## src/rtl/lfsr_gen.sv

```systemverilog
// rtl/lfsr_gen.sv - parametrised Fibonacci LFSR with seed load, lockup recovery and period measurement
module lfsr_gen #(
  parameter int               WIDTH = 4,
  parameter logic [WIDTH-1:0] TAPS  = 4'h9,
  parameter logic [WIDTH-1:0] SEED  = 4'h1
) (
  input  logic             clk,
  input  logic             rst,
  input  logic             en,
  input  logic             load,
  input  logic [WIDTH-1:0] seed_in,
  output logic [WIDTH-1:0] q,
  output logic             serial_out,
  output logic             wrap,
  output logic [WIDTH-1:0] period,
  output logic             period_valid,
  output logic             lockup
);

  logic [WIDTH-1:0] ref_val;
  logic [WIDTH-1:0] cnt;
  logic [WIDTH-1:0] cnt_inc;
  logic [WIDTH-1:0] nxt;
  logic             fb;

  assign fb         = ^(q & TAPS);
  assign nxt        = {q[WIDTH-2:0], fb};
  assign cnt_inc    = (cnt == '1) ? cnt : cnt + WIDTH'(1);
  assign serial_out = q[WIDTH-1];

  always_ff @(posedge clk or posedge rst) begin
    if (rst) begin
      q            <= SEED;
      ref_val      <= SEED;
      cnt          <= '0;
      period       <= '0;
      period_valid <= 1'b0;
      wrap         <= 1'b0;
      lockup       <= 1'b0;
    end else begin
      wrap   <= 1'b0;
      lockup <= 1'b0;
      if (load) begin
        cnt <= '0;
        if (seed_in != '0) begin
          q       <= seed_in;
          ref_val <= seed_in;
        end else begin
          q       <= SEED;
          ref_val <= SEED;
          lockup  <= 1'b1;
        end
      end else if (en) begin
        // zero is a fixed point of the XOR feedback, so restart from SEED
        if (q == '0) begin
          q       <= SEED;
          ref_val <= SEED;
          cnt     <= '0;
          lockup  <= 1'b1;
        end else begin
          q <= nxt;
          if (nxt == ref_val) begin
            wrap         <= 1'b1;
            period       <= cnt_inc;
            period_valid <= 1'b1;
            cnt          <= '0;
          end else begin
            cnt <= cnt_inc;
          end
        end
      end
    end
  end

endmodule

```

## config.mk

```make
export PLATFORM = sky130hd
export DESIGN_NAME = lfsr_gen
export DESIGN_NICKNAME = d
export VERILOG_FILES = /design/src/rtl/lfsr_gen.sv
export SDC_FILE = /design/constraint.sdc
export NUM_CORES = 1
export LEC_CHECK = 0
export ABC_AREA = 1
export CAP_MARGIN = 5
export CORE_MARGIN = 2
export CORE_UTILIZATION = 45
export CTS_CLUSTER_SIZE = 12
export DETAILED_ROUTE_END_ITERATION = 16
export GPL_TIMING_DRIVEN = 0
export PLACE_DENSITY = 0.74
export SLEW_MARGIN = 30
export SYNTH_ARGS = -nofsm -noshare
export SYNTH_HDL_FRONTEND = slang
export SYNTH_SLANG_ARGS = --single-unit
```

## constraint.sdc

```tcl
create_clock -name clk -period 1.5 [get_ports clk]
set_clock_uncertainty 0.2 [all_clocks]
set_input_delay 0.3 -clock clk [delete_from_list [all_inputs] [get_ports clk]]
set_output_delay 0.3 -clock clk [all_outputs]
set_load 0.05 [all_outputs]
```

== Yosys cells after proc, flatten, opt, wreduce, memory -nomap -nowiden ==
Index checks and enable logic that the tools add are counted.

* Bits of input ports: 8
* Logic and storage cells: 39
* Register bits: 19
* Output and inout bits: 12

* Equality and inequality tests: 2
* Bitwise gates (word level): 2
* Muxes and demuxes: 20
* $add $sub $neg: 1
* Reduce and logical (&&, ||, !) cells: 7

{| class="wikitable"
|+ Operators with widths
! cell !! number
|-
| $mux 4 || 12
|-
| $mux 1 || 8
|-
| $add 4x1->4 const B || 1
|-
| $eq 4x4->1 || 1
|-
| $eq 4x4->1 const B || 1
|-
| $logic_not 4->1 || 1
|-
| $reduce_and 4->1 || 1
|-
| $reduce_bool 2->1 || 2
|-
| $reduce_bool 4->1 || 1
|-
| $reduce_xor 4->1 || 1
|-
| $not 1->1 || 2
|-
| $reduce_and 2->1 || 1
|}

== Longest topological paths before layout ==
* Depth in word-level cells: 6
* Depth in mapped cells: 9
* Depth with buffers taken out: 9

== Worst setup path after synthesis ==
OpenSTA, ideal clock, no wires.

* Kind: register to register
* Start point: register q[3]
* End point: register period[0]
* Path buffers: 0
* Arrival time: 1,402 ps
* Period minus slack after synthesis: 1,721 ps
* Data required time: 1,181 ps
* Library setup time: 119 ps
* Stages on the path, launching flop included: 10
* Setup slack: -221 ps
* Path through: dfrtp_1 inv_1 nand2_4 nand2_2 nand2_2 nand2_2 nor2_4 nand2_4 nand2_1 nand2_1

* Word-level cells in the longest chain between the ends: 3
* Elaborated cells on any way between the ends: 5
* Classes of those cells: eq/ne: 1; bitwise: 1; reduce/logical: 3

{| class="wikitable"
|+ RTL lines
! what !! line !! RTL
|-
| from (decl) || 12 || <nowiki>output logic [WIDTH-1:0] q,</nowiki>
|-
| from (signal assigned) || 46 || <nowiki>q <= seed_in;</nowiki>
|-
| from (signal assigned) || 61 || <nowiki>q <= nxt;</nowiki>
|-
| $reduce_xor 4->1 or $logic_not 4->1 (tied branches) || 26, 55 ||
|-
| $eq 4x4->1 or $not 1->1 (tied branches) || - ||
|-
| $reduce_and 4->1 (no line) * || - ||
|-
| to (signal assigned) || 64 || <nowiki>period <= cnt_inc;</nowiki>
|-
| to (decl) || 15 || <nowiki>output logic [WIDTH-1:0] period,</nowiki>
|}

Mark *: on every way between the ends. The rest lies on a longest branch, timed or not.
A chain may end at the register's enable or synchronous reset.

== Final worst setup path ==
* Start point: register q[0]
* End point: output port q[0]

No word-level cell between the ends.

==> flow_summary_export.csv <==
group,metric,value,unit
worst_setup_path,rr_worst_depth,9,
worst_setup_path,cp_data_required_time,1.00,ns
worst_setup_path,reg2reg_slack,-0.09,ns
clocking,cts_buffers,3,
placed_design,place_congestion,0.761,
worst_setup_path,path_class,"flop to output pin",
synthesis,synth_cells,123,
cells_and_area,drive_above_1_share,32.0,%
placed_design,post-dp-hpwl,1.45,mm
floorplan,io_pins,20,
synthesis,ys.flop_type,"dfrtp_1",
synthesis,syn_area_per_cell,8.05,µm²
clocking,htree_levels,1,
sta,final-hold-violation-count,0,
cells_and_area,instances_no_fill,180,
cells_and_area,mostFrequentLayoutCell,"nand2_1",
power_and_ir_drop,ir_worst_vdd,573,µV
synthesis,synth_edf_count,0,
detailed_routing,routed_wl,1.99,mm
detailed_routing,num_vias,894,
sta,finalSetupViolCount,6,
sta,max_slew_margin,54.5,%
min_path,min_path_type,"input pin to async pin",
detailed_routing,first_pass_iters,4,
synthesis,synth_nets,132,
run_status,status,"finished with violations",
sta,fin_crit_sh,110,%
sta,worst_slew_pin_slew,0.682,ns
power_and_ir_drop,p_per_area,1080,nW/µm²
floorplan,die_h,50.9,µm
synthesis,syn-cell-area,990,µm²
worst_setup_path,worstReg2RegStart,"q[0]",
power_and_ir_drop,intPower,850,µW
cells_and_area,post-route-util,63.5,%
power_and_ir_drop,p_clk_share,18.7,%
clocking,cts_sinks,19,
worst_setup_path,slowest_delay,0.58,ns
worst_setup_path,start_kind,"flop",
detailed_routing,viasPerCell,4.97,
worst_setup_path,cp_cell_sequence,"buf_4, buf_8",
cells_and_area,finish.net_count,163,
power_and_ir_drop,power_frac_comb,36.5,%
placed_design,numPortBuffers,19,
floorplan,coreArea,2020,µm²
clocking,ctsHoldBuffers,0,
placed_design,place_inst,169,
cells_and_area,syn_to_final_growth,29.7,%
synthesis,ys_warn_count,0,
floorplan,die_w,50.9,µm
worst_setup_path,critPathMaxFanout,4,
floorplan,start_util,48.9,%
detailed_routing,routedWlPerCell,11.0,µm
global_routing,antenna_found_initial,0,
power_and_ir_drop,p_sw,533,µW
clocking,clkTransAtPathRegs,0.11,ns
flow_run,cap_violations,0,
worst_setup_path,crit_arrival,1.14,ns
sta,rsz0062_at_grt,"true",
detailed_routing,route.detailed.drc,0,
global_routing,first_global_vias,837,
cells_and_area,mostFrequentLayoutCells,"nand2_1 (38), dfrtp_1 (14), nand3_1 (13), inv_1 (12)",
cells_and_area,fillers,170,
worst_setup_path,cpMaxStageDelayCell,"dfstp_2",
global_routing,grt_max_degree,20,
run_status,violations,"negative setup slack",
sta,period_needed,1.64,ns
worst_setup_path,end_kind,"output pin",
global_routing,globalRoute.totalOverflow,0,
sta,fin_hold_ws,0.196,ns
sta,slew_violations,0,
floorplan,dieArea,2590,µm²
detailed_routing,drtAntennaViolNets,0,
power_and_ir_drop,cellLeakagePower,0.000701,µW
detailed_routing,drt-initial-drc-count,17,
sta,max_freq,608,MHz
placed_design,place_ws,-0.494,ns
synthesis,async_flop_share,100,%
clocking,tritoncts,"built",
synthesis,ys_types,21,
sta,setup_slack,-0.145,ns
power_and_ir_drop,swShare,38.6,%
global_routing,track_usage,18.2,%
clocking,cts-root-buf,"clkbuf_4",
power_and_ir_drop,p_seq_share,44.9,%
synthesis,ys_seq_area_share,48.3,%
synthesis,ys_seq_elements,19,
clocking,cts_max_path_buffers,2,
global_routing,grt_pass1_wl,3.52,mm
worst_setup_path,startpoint,"q[0]",
cells_and_area,n_antenna_cell,0,
floorplan,row_count,16,
clocking,clk_latency,0.30,ns
layer usage:
layer | GRT usage [%] | up-vias | routed length [µm]
met4 | 6.76 | 0 | 22
li1 | - | 446 | -
met3 | 3.51 | 4 | 115
met5 | 0 | - | 0
met2 | 30.0 | 34 | 957
met1 | 23.7 | 410 | 889
timing repair:
| item | in CTS | in global routing |
|---|---|---|
| buffers inserted | 3 | 4 |
| pin swaps | 2 | 3 |
| endpoints found under the setup margin | 28 | 17 |
| gates cloned | 0 | 0 |
| resized for setup | 69 | 6 |
registers in the layout, summed over array words and instances, names as in the netlist:
register and count:
cnt 4, wrap 1, q 4, period 4, period_valid 1, ref_val 4
lockup 1
synthesized netlist by cell type, types with 2 or more instances:
cell type	n	area, µm²
dfrtp_1	17	425
dfstp_2	2	52.6
inv_1	16	60.1
inv_2	2	7.51
nand2_1	41	154
nand2_2	3	18.8
nand2_4	2	22.5
nand3_1	13	65.1
nor2_1	8	30.0
nor2_4	2	22.5
o21ai_0	5	25.0
o221ai_1	3	26.3
kinds of logic (layout without fill, tap and decap cells):
group | count (synthesis) | after routing | synth area share (%)
AOI/OAI and AO/OA | 11 | 11 | 8.22
adders and majority gates | 1 | 1 | 1.26
buffers and inverters | 19 | 49 | 7.59
xor gates and xnor gates | 2 | 2 | 1.77
and+or+nand+nor | 71 | 71 | 32.9
DFF | 19 | 19 | 48.3
final timing paths:
path / to
min in group clk: period_valid
worst max register to register: period[0]
max in group asynchronous: q[1]
worst min-delay path: wrap
worst max-delay path: q[0]
worst min register to register: period_valid
per-stage QoR:
step / total power, µW / TNS [ns] / instance area (µm²)
3_5_place_dp: 1120 / -8.46 / 1230
4_1_cts: 1360 / -0.462 / 1240
2_1_floorplan: 967 / -1.21 / 1000
6_report: 1380 / -0.495 / 1280
5_1_grt: 1470 / -1.60 / 1280
3_3_place_gp: 1110 / -8.45 / 1230
worst max-delay path: cells and delay by family (launching register included):
family | cells | cell delay [ns]
buffers and inverters | 2 | 0.27
DFF | 1 | 0.58
power groups by stage:
| stage | clock (µW) | sequential, µW | combinational [µW] |
|---|---|---|---|
| after floorplan | 0 | 767 | 201 |
| after global placement | 0 | 631 | 476 |
| after detailed placement | 0 | 636 | 482 |
| after CTS | 264 | 624 | 476 |
| after global routing | 295 | 630 | 548 |
| final | 258 | 620 | 504 |
layout make-up:
class,count,area (µm²),share of cell area [%]
Sequential cell,19,482,37.5
Multi-Input combinational cell,85,457,35.6
Timing Repair Buffer,26,206,16.1
Inverter,18,67.6,5.26
Tap cell,27,33.8,2.63
Clock buffer,4,26.3,2.05
Buffer,1,11.3,0.877
Note: power is estimated with default switching activity, not from simulation.
